[src/rtl/gmem_sched.sv]
// gmem_sched
//   Shares the single graphics-memory port between VGA scanout reads and
//   buffered CPU framebuffer writes. Scanout reads always win the port and
//   return data with a fixed two-cycle latency. CPU writes wait in a small
//   FIFO and drain into the cycles scanout leaves idle.
//
// Ports
//   clk, rst          clock; asynchronous active-low reset
//   scan_req/addr     scanout read request and address
//   scan_dat/vld      scanout read data (mem_rdat gated by scan_vld)
//   wr_req/addr/dat   CPU write request; accepted when wr_ready is high
//   wr_ready          FIFO not full (combinational compare of registered level)
//   mem_addr/wdat/we  registered gmem port controls
//   mem_rdat          gmem read data, one cycle after mem_addr
//   fifo_level        current write-FIFO occupancy
//   starve            queued writes denied the port for STARVE_LIMIT cycles
module gmem_sched #(
    parameter int unsigned AW           = 17,
    parameter int unsigned DW           = 8,
    parameter int unsigned DEPTH        = 4,
    parameter int unsigned STARVE_LIMIT = 800
) (
    input  logic                     clk,
    input  logic                     rst,
    input  logic                     scan_req,
    input  logic [AW-1:0]            scan_addr,
    output logic [DW-1:0]            scan_dat,
    output logic                     scan_vld,
    input  logic                     wr_req,
    input  logic [AW-1:0]            wr_addr,
    input  logic [DW-1:0]            wr_dat,
    output logic                     wr_ready,
    output logic [AW-1:0]            mem_addr,
    output logic [DW-1:0]            mem_wdat,
    output logic                     mem_we,
    input  logic [DW-1:0]            mem_rdat,
    output logic [$clog2(DEPTH):0]   fifo_level,
    output logic                     starve
);

    localparam int unsigned IW = $clog2(DEPTH);
    localparam int unsigned CW = $clog2(STARVE_LIMIT + 1);
    localparam logic [IW:0]   FULL_LVL = (IW + 1)'(DEPTH);
    localparam logic [CW-1:0] CNT_MAX  = CW'(STARVE_LIMIT);

    typedef enum logic [1:0] {
        GNT_NONE,
        GNT_SCAN,
        GNT_WR
    } gnt_t;

    logic [AW-1:0] fifo_addr [DEPTH];
    logic [DW-1:0] fifo_dat  [DEPTH];
    logic [IW:0]   wptr;
    logic [IW:0]   rptr;
    logic          push;
    logic          pop;
    gnt_t          gnt_d;
    gnt_t          gnt_q;
    logic [CW-1:0] cnt;
    logic [CW-1:0] cnt_d;

    assign wr_ready = (fifo_level != FULL_LVL);
    assign push     = wr_req & wr_ready;
    assign pop      = (gnt_d == GNT_WR);
    assign scan_dat = scan_vld ? mem_rdat : '0;

    // Grant uses the registered level, so a word pushed into an empty FIFO
    // cannot be granted until the cycle after it lands in storage.
    always_comb begin
        gnt_d = GNT_NONE;
        if (scan_req) begin
            gnt_d = GNT_SCAN;
        end else if (fifo_level != '0) begin
            gnt_d = GNT_WR;
        end
    end

    always_comb begin
        cnt_d = cnt;
        if (fifo_level == '0 || pop) begin
            cnt_d = '0;
        end else if (cnt != CNT_MAX) begin
            cnt_d = cnt + CW'(1);
        end
    end

    // FIFO storage needs no reset: entries are only read below the level.
    always_ff @(posedge clk) begin
        if (push) begin
            fifo_addr[wptr[IW-1:0]] <= wr_addr;
            fifo_dat[wptr[IW-1:0]]  <= wr_dat;
        end
    end

    always_ff @(posedge clk or negedge rst) begin
        if (!rst) begin
            wptr       <= '0;
            rptr       <= '0;
            fifo_level <= '0;
            gnt_q      <= GNT_NONE;
            mem_addr   <= '0;
            mem_wdat   <= '0;
            mem_we     <= 1'b0;
            scan_vld   <= 1'b0;
            cnt        <= '0;
            starve     <= 1'b0;
        end else begin
            gnt_q <= gnt_d;

            if (push) begin
                wptr <= wptr + (IW + 1)'(1);
            end
            if (pop) begin
                rptr <= rptr + (IW + 1)'(1);
            end
            case ({push, pop})
                2'b10:   fifo_level <= fifo_level + (IW + 1)'(1);
                2'b01:   fifo_level <= fifo_level - (IW + 1)'(1);
                default: ;
            endcase

            mem_we <= pop;
            case (gnt_d)
                GNT_SCAN: mem_addr <= scan_addr;
                GNT_WR: begin
                    mem_addr <= fifo_addr[rptr[IW-1:0]];
                    mem_wdat <= fifo_dat[rptr[IW-1:0]];
                end
                default: ;
            endcase

            // Second read stage: aligns with mem_rdat one cycle after mem_addr.
            scan_vld <= (gnt_q == GNT_SCAN);

            cnt    <= cnt_d;
            starve <= (cnt_d == CNT_MAX);
        end
    end

endmodule
[config.mk]
export PLATFORM = sky130hd
export DESIGN_NAME = gmem_sched
export DESIGN_NICKNAME = d
export VERILOG_FILES = /design/src/rtl/gmem_sched.sv
export SDC_FILE = /design/constraint.sdc
export NUM_CORES = 1
export LEC_CHECK = 0
export ABC_AREA = 1
export CAP_MARGIN = 20
export CORE_MARGIN = 2
export CORE_UTILIZATION = 35
export CTS_CLUSTER_DIAMETER = 100
export CTS_CLUSTER_SIZE = 30
export DETAILED_ROUTE_END_ITERATION = 8
export PLACE_DENSITY = 0.66
export SYNTH_ARGS = -nofsm -noshare
export SYNTH_HDL_FRONTEND = slang
export SYNTH_SLANG_ARGS = --single-unit
[constraint.sdc]
create_clock -name clk -period 2.7 [get_ports clk]
set_input_delay 0.27 -clock clk [delete_from_list [all_inputs] [get_ports clk]]
set_output_delay 0.27 -clock clk [all_outputs]
set_load 0.01 [all_outputs]
* Word-level counts from Yosys, hierarchy flattened
Memories as Yosys holds them, arrays and structs flattened. A register that Yosys moved wholly into a read port is not among the register bits.
Cells that the tools add are included.
Widths: inputs -> output; s select.
** Word-level totals
- Register bits after elaboration :: 41
- Memory bits (writable) :: 100
- Bits of input ports :: 54
- Memories :: 2
** Memories
- fifo_addr :: words 4, width 17, rd ports 1, clocked after Yosys merged registers in 0, write ports 1, RTL line 52 : logic [AW-1:0] fifo_addr [DEPTH];
- fifo_dat :: words 4, width 8, rd ports 1, clocked after Yosys merged registers in 1, write ports 1, RTL line 53 : logic [DW-1:0] fifo_dat [DEPTH];
** Cells by class
- Add/sub/neg operators :: 5
- Equality and inequality tests :: 8
- Multiplexer cells :: 9
- Bitwise gates (word level) :: 1
- Reductions and logical operators :: 6
** Operators by type and width (count)
- $pmux 17 s2 :: 1
- $mux 10 :: 2
- $add 10x1->10 const B :: 1
- $eq 10x10->1 const B :: 1
- $ne 10x10->1 const B :: 1
- $add 3x1->3 const B :: 3
- $mux 8 :: 1
- $eq 2x1->1 const B :: 3
- $pmux 3 s2 :: 1
- $eq 2x2->1 const B :: 2
- $mux 2 :: 2
- $reduce_bool 2->1 :: 2
- $logic_not 3->1 :: 1
- $ne 3x3->1 const B :: 1
- $reduce_bool 3->1 :: 1
- $sub 3x1->3 const B :: 1
- $mux 1 :: 2
- $and 1x1->1 :: 1
- $logic_not 1->1 :: 1
- $logic_or 1x1->1 :: 1

* Depth between registers and ports, before layout
Gate-level depths: netlist (run 1).
- Word-level depth :: 7
- Mapped depth :: 10

* Least setup slack after synthesis (run 1)
Ideal clock, no wire load.
- Kind :: register to register
- Start point :: register fifo_level[0]
- End point :: memory fifo_addr[0][0] (enable)
- Arrival :: 1.905 ns
- Data required time :: 2.293 ns
- Path slack :: 0.388 ns
- Cell stages (with the launch flop) :: 5
- Path buffers :: 0
- Cell sequence :: dfrtp_1 nor2_4 nand2_1 nand2_2 nor2_1
** Between the ends
- Cells in the longest elaborated chain, start to end :: 4
** RTL lines
- start: declaration :: RTL line 37 : output logic [$clog2(DEPTH):0] fifo_level,
- start signal: assignment :: RTL line 118 : 2'b10: fifo_level <= fifo_level + (IW + 1)'(1);
- start signal: assignment :: RTL line 119 : 2'b01: fifo_level <= fifo_level - (IW + 1)'(1);
- $ne 3x3->1 :: RTL line 63 : assign wr_ready = (fifo_level != FULL_LVL);
- named net wr_ready :: RTL line 32 : output logic wr_ready,
- $and 1x1->1 :: RTL line 64 : assign push = wr_req & wr_ready;
- $mux 1 :: RTL line 90 : if (push) begin
- $mux 1 (not written as such) :: RTL line 91 : fifo_addr[wptr[IW-1:0]] <= wr_addr;
- end: declaration :: RTL line 52
The timed path passes the listed nets, and every way through them passes these cells.

* Worst setup path after layout (run 1)
- Start point :: register fifo_level[1]
- End point :: register fifo_level[2]
** Between the ends
- Cells in the longest elaborated chain, start to end :: 6
- Elaborated cells between the ends (all ways) :: 12
** RTL lines
- $reduce_bool 3->1 :: RTL line 74 : end else if (fifo_level != '0) begin
- $mux 2 :: RTL line 74
- $mux 2 :: RTL line 72 : if (scan_req) begin
- $eq 2x2->1 :: RTL line 65 : assign pop = (gnt_d == GNT_WR);
- $eq 2x1->1 or $eq 2x2->1 (tied branches) :: RTL line 117 : case ({push, pop})
- $pmux 3 s2 or $reduce_bool 2->1 (tied branches)
Parallel ways exist; a longest one is shown, timed or not.
A chain may end at the register's enable or synchronous reset.

==> impl_metrics.py, run 1 <==
metrics = {
    "cts": {
        "htree_num_levels": 4,
        "cts.sink_count": 147,
        "insertion_delay_ns": 0.42,
        "post-cts-setup-buffers": 0,
        "cts_tree": "yes",
        "path_clk_slew_ns": 0.05,
        "cts_resized": 0,
        "cts_root_buf": "clkbuf_16",
        "clk_path_buf_depth": 2,
        "numCtsBuffers": 17,
    },
    "floorplanning": {
        "ioPinCount": 94,
        "die_y_um": 135.3,
        "start_util_pct": 36.10,
        "num_rows": 47,
        "fp.dieArea_um2": 18290,
        "die_w_um": 135.3,
        "core_um2": 16700,
    },
    "synthesis": {
        "avgSynthCellArea_um2": 11.38,
        "seq_area_frac_synth_pct": 69.31,
        "synth_top_area_share_pct": 49.80,
        "synthTopCellsByArea": "edfxtp_1 50%, dfrtp_1 20%, nor2_1 5.6%",
        "synth_cell_type_count": 30,
        "synth_seq_cells": 147,
        "synthFlopType": "edfxtp_1",
        "syn-num-nets": 592,
        "yosysMostFrequentCell": "edfxtp_1",
        "synth_edf_count": 100,
        "synth_largest_area_cell": "edfxtp_1",
        "synthCells": 530,
        "syn-cell-area_um2": 6030,
        "async_reset_ff_share_pct": 31.97,
        "yosysWarnings": 0,
        "synthTopCellsByCount": "100 x edfxtp_1, 90 x nor2_1, 66 x nand2_1",
    },
    "timing": {
        "setup_viol": 0,
        "period_minus_slack_ns": 2.096,
        "timing_hold_violations_final": 0,
        "maxSlewViolCount": 0,
        "slew_headroom_pct": 43.14,
        "clock_skew_ns": 0.004876,
        "rsz0062_at_grt": "false",
        "tightest_slew_ns": 0.8519,
        "finalSetupTns_ns": 0,
        "fmax_mhz": 477.1,
        "fin_crit_sh_pct": 77.62,
    },
    "power": {
        "power.switching_mw": 2.595,
        "cellPowerDensity_nw_per_um2": 1011,
        "peakVddDrop_mv": 0.5045,
        "pwr-share-comb_pct": 32.3,
        "swShare_pct": 33.23,
        "power.internal_mw": 5.215,
        "power_mw": 7.810,
        "seq_power_share_pct": 41.4,
        "pwr-share-clk_pct": 26.3,
        "leakagePower_nw": 3.001,
    },
    "layout": {
        "diodes": 0,
        "final_nets": 690,
        "syn_to_final_growth_pct": 28.14,
        "final_cell_area_um2": 7726,
        "drive_gt1_share_pct": 8.268,
    },
    "job": {
        "cap_violations": 0,
    },
    "place": {
        "place_congestion": 0.8221,
        "io_buffers": 93,
        "hpwl_um": 8832,
        "place_area_um2": 7203,
    },
    "worst_setup_path": {
        "crit_path_start_kind": "flop",
        "rr_endpoint": "fifo_level[2]",
        "setup.worst_path.end": "fifo_level[2]",
        "worst-endpoint-arrival_ns": 2.38,
        "ff2ff_path_depth": 9,
        "worstPathMaxFanout": 8,
        "regToRegSetupSlack_ns": 0.60,
        "critPathKind": "flop to flop",
        "startpoint": "fifo_level[1]",
        "reg2reg_from": "fifo_level[1]",
        "crit_required_ns": 2.98,
        "cp-end-kind": "flop",
    },
    "route": {
        "dr_total_vias": 4342,
        "wl_per_cell_um": 16.33,
        "via_per_inst": 5.043,
        "drt_first_pass_iters": 4,
        "drc": 0,
        "routed_wl_um": 14060,
        "detail_route.iter0.violations": 270,
        "route.antenna.remaining_nets": 0,
    },
    "grt": {
        "grt_max_degree": 52,
        "groute.usage.overall_pct": 16.07,
        "grt_pass1_vias": 4288,
        "antenna_found_initial": 0,
        "grt_pass1_wl_um": 22170,
        "gr-total-overflow": 0,
    },
    "hold_path": {
        "hold_path.class": "input pin to asynchronous set/reset pin",
    },
    "status": {
        "status": "completed",
    },
}
## cells in the final DEF (no fill, tap or decap), types with 2 or more instances in the layout
| cell type | Yosys | routed |
|---|---|---|
| xor2_1 | 4 | 4 |
| inv_2 | 4 | 4 |
| buf_4 | 1 | 10 |
| nor2_4 | 2 | 2 |
| a21oi_1 | 5 | 5 |
| nand2_2 | 3 | 3 |
| nand3_1 | 29 | 29 |
| nand2_4 | 2 | 2 |
| clkbuf_1 | 10 | 11 |
| nand3b_1 | 2 | 2 |
| clkbuf_16 | 0 | 17 |
| o22ai_1 | 17 | 17 |
| nor2_1 | 90 | 86 |
| nand2_1 | 66 | 66 |
| inv_1 | 37 | 37 |
| edfxtp_1 | 100 | 100 |
| nand4_1 | 20 | 20 |
| dfrtp_1 | 47 | 46 |
| clkdlybuf4s50_1 | 0 | 92 |
| nor2_2 | 2 | 6 |
| ha_1 | 7 | 7 |
| o21ai_0 | 54 | 54 |
| a31oi_1 | 8 | 8 |
| clkbuf_8 | 0 | 3 |
## how the worst min path moves through the flow
stage | from | cells after the start | endpoint | slack, ns
floorplan | rst | 0 | cnt[0] | -0.03
global placement | rst | 1 | mem_addr[11] | 0.33
detailed placement | rst | 1 | mem_addr[11] | 0.34
CTS | scan_addr[8] | 3 | mem_addr[8] | 0.41
global route | scan_addr[14] | 3 | mem_addr[14] | 0.43
finish | rst | 2 | mem_addr[11] | 0.42
## worst max-delay path, cell delays in order (launching register included)
cell and delay [ns]:
dfrtp_1 0.43, nor2_4 0.20, nand2_1 0.11, nand2_2 0.20, ha_1 0.18, inv_1 0.06, fa_1 0.37, a21oi_1 0.14
o21ai_0 0.11, xor2_1 0.16
## power by group through the flow
stage	combinational, mW	clock (mW)	sequential [mW]
floorplan	1.39	0	3.32
detailed placement	2.54	0	3.27
finish	2.52	2.06	3.23
global route	2.79	2.20	3.29
CTS	2.56	2.09	3.24
global placement	2.47	0	3.25
## per-stage QoR
step                hold WS, ns  std cells  util (%)  setup slack, ns
floorplan              -0.02559        530         -           0.3878
global placement         0.3349        828     43.13           0.6154
detailed placement       0.3426        828     43.13           0.5913
CTS                      0.4104        861     46.26           0.5802
global route             0.4277        861     46.26           0.4246
finish                   0.4151        861     46.26           0.6041
## final cells by class
type                       count  area (um2)
clock inverter                 1       5.005
clock buffer                  31       508.0
multi-input combinational    316        1587
timing repair buffer         104        1011
inverter                      42       160.2
sequential                   147        4180
tap                          220       275.3
fill                        1501        8975
## routing by layer
layer,vias up,part of all wire [%],global-route usage (%)
li1,2032,-,-
met1,2129,43,20.53
met2,160,49,26.62
met3,21,6.4,3.591
met4,0,1.7,6.597
met5,-,0,0
## state kept, by name (all words and copies together), names as in the netlist
| name | cells |
|---|---|
| fifo_dat | 32 |
| cnt | 10 |
| rptr | 2 |
| fifo_level | 3 |
| gnt_q | 2 |
| wptr | 2 |
| mem_we | 1 |
| mem_wdat | 8 |
| scan_vld | 1 |
| mem_addr | 17 |
| starve | 1 |
| fifo_addr | 68 |
## cells by family after synthesis
family                   share of synthesized area, %
flip-flops                                      69.31
buffers and inverters                           4.544
adder cells (fa/ha/maj)                         1.785
AND/OR/NAND/NOR                                 15.87
AO/OA/AOI/OAI                                   7.761
XOR/XNOR                                       0.7263
## timing repair
item                                    in CTS  in global routing
endpoints found under the setup margin       0                  0
hold endpoints to repair                    27                  0
hold buffers                                 1                  0
Power figures use the tool's default switching activity.
==> run 2, diff against run 1 <==
Clock period 2.7 ns to 2.1 ns, I/O delays scaled along.
==> run 2 against run 1 <==
  * Die area is the same
  * Non-clock buffer count grew 6
  * Worst setup slack lost 0.46 ns
  * Count of clock-buffer cells in the layout shrank 13
  * Final area grew 2.3%
  * Global-route usage grew 0.20 points
  * Via count shrank 0.60%
  * Sequential share of layout area shrank 1.2 points
  * Flip-flop and latch count is the same
  * Cell count grew 0.70%
  * Largest power group unchanged
==> impl_metrics.py, run 2 (same netlist as run 1, synthesis figures left out) <==
metrics = {
    "status": {
        "status": "completed",
    },
    "place": {
        "place_congestion": 0.7825,
        "dp_slack_ns": 0.06869,
        "hpwl_um": 8872,
        "io_buffers": 93,
        "dp.cells": 834,
        "place_area_um2": 7323,
    },
    "floorplanning": {
        "die_w_um": 135.3,
        "start_util_pct": 36.10,
        "core_um2": 16700,
        "die_y_um": 135.3,
        "num_rows": 47,
        "ioPinCount": 94,
        "fp.dieArea_um2": 18290,
    },
    "worst_setup_path": {
        "worstPathMaxFanout": 5,
        "crit_chain": "nor2_4 -> nand2_1 -> nand2_2 -> ha_1 -> inv_1 -> fa_1 -> a21oi_1 -> o21ai_0 -> xor2_1",
        "worst-endpoint-arrival_ns": 2.26,
        "crit_required_ns": 2.40,
        "crit_path_start_kind": "flop",
        "critPathMaxStageDelay_ns": 0.43,
        "critPathKind": "flop to flop",
        "critPathSlowestCell": "dfrtp_1",
        "cp-end-kind": "flop",
        "regToRegSetupSlack_ns": 0.14,
    },
    "power": {
        "peakVddDrop_mv": 0.6059,
        "pwr-share-comb_pct": 32.7,
        "pwr-share-clk_pct": 27.7,
        "leakagePower_nw": 3.069,
        "swShare_pct": 34.03,
        "power.internal_mw": 6.912,
        "cellPowerDensity_nw_per_um2": 1326,
        "power.switching_mw": 3.565,
        "power_mw": 10.48,
        "seq_power_share_pct": 39.6,
    },
    "hold_path": {
        "hold_path.class": "input pin to asynchronous set/reset pin",
    },
    "cts": {
        "cts_tree": "yes",
        "insertion_delay_ns": 0.43,
        "numCtsBuffers": 17,
        "path_clk_slew_ns": 0.06,
        "cts_root_buf": "clkbuf_16",
        "htree_num_levels": 4,
        "cts.sink_count": 147,
        "clk_path_buf_depth": 2,
        "cts_resized": 0,
    },
    "timing": {
        "maxSlewViolCount": 0,
        "finalSetupTns_ns": 0,
        "rsz0062_at_grt": "false",
        "fin_crit_sh_pct": 93.20,
        "slew_headroom_pct": 64.82,
        "timing_hold_violations_final": 0,
        "fmax_mhz": 510.9,
        "hold_ws_ns": 0.3256,
        "tightest_slew_ns": 0.5277,
        "setup_slack_ns": 0.1427,
        "setup_viol": 0,
        "clock_skew_ns": 0.008664,
        "period_minus_slack_ns": 1.957,
    },
    "route": {
        "drc": 0,
        "dr_total_vias": 4316,
        "wl_per_cell_um": 16.49,
        "drt_first_pass_iters": 5,
        "via_per_inst": 4.978,
        "route.antenna.remaining_nets": 0,
        "routed_wl_um": 14300,
        "detail_route.iter0.violations": 332,
    },
    "layout": {
        "mostFrequentLayoutCells": "100 x edfxtp_1, 92 x clkdlybuf4s50_1, 86 x nor2_1",
        "nFillCells": 1530,
        "seq_area_um2": 4180,
        "syn_to_final_growth_pct": 31.02,
        "fin_util_pct": 47.30,
        "stdcell_count": 867,
        "diodes": 0,
        "largest_register_ffs": 68,
        "drive_gt1_share_pct": 10.51,
        "final_nets": 696,
        "multi_input_area_um2": 1587,
        "final_cell_area_um2": 7900,
        "layout_commonest_cell": "edfxtp_1",
    },
    "grt": {
        "grt_pass1_vias": 4293,
        "grt_pass1_wl_um": 22320,
        "antenna_found_initial": 1,
        "groute.usage.overall_pct": 16.27,
        "gr-total-overflow": 0,
        "grt_max_degree": 52,
    },
    "job": {
        "cap_violations": 0,
    },
}
run 2: final timing paths:
| path | from | to | cells past startpoint |
|---|---|---|---|
| max | fifo_level[1] | fifo_level[2] | 9 |
| min | rst | mem_addr[14] | 3 |
| max reg2reg | fifo_level[1] | fifo_level[2] | 9 |
| min reg2reg | gnt_q[1] | scan_vld | 1 |
| max in group asynchronous | rst | rptr[0] | 3 |
| min in group clk | scan_addr[14] | mem_addr[14] | 3 |
run 2: power by group through the flow:
stage	combinational, mW	clock [mW]	sequential, mW
after floorplan	1.79	0	4.27
after global placement	3.36	0	4.18
after detailed placement	3.46	0	4.20
after CTS	3.48	2.96	4.15
after global routing	3.78	3.09	4.21
final	3.42	2.90	4.15
run 2: worst max-delay path: cells and delay by family (launching register included):
family                     cells  cell delay (ns)
AOI/OAI and AO/OA              2             0.25
xor gates and xnor gates       1             0.15
adders and majority gates      2             0.53
buffers and inverters          1             0.07
DFF                            1             0.43
and+or+nand+nor                3             0.40
run 2: area by class of cell:
class	instances	share of cell area (%)
Tap cell	220	3.484
Sequential cell	147	52.91
Multi-Input combinational cell	316	20.08
Inverter	42	2.027
Clock inverter	14	1.615
Timing Repair Buffer	110	14.32
Clock buffer	18	5.559
run 2: what timing repair did:
item	CTS	global route
hold endpoints to repair	47	0
setup buffers	0	0
hold buffers	1	0
endpoints found under the setup margin	0	0
run 2: routing by layer:
metal	wire, um	track usage [%]
met2	6785	26.25
met3	863	5.350
met1	6474	20.64
met4	165	5.729
met5	11	0
==> run 3, diff against run 2 <==
Settings changed: ABC_CLOCK_PERIOD_IN_PS set to 2100.
==> results of run 3 <==
Final layout, timing and power as in run 2 (identical DEF).
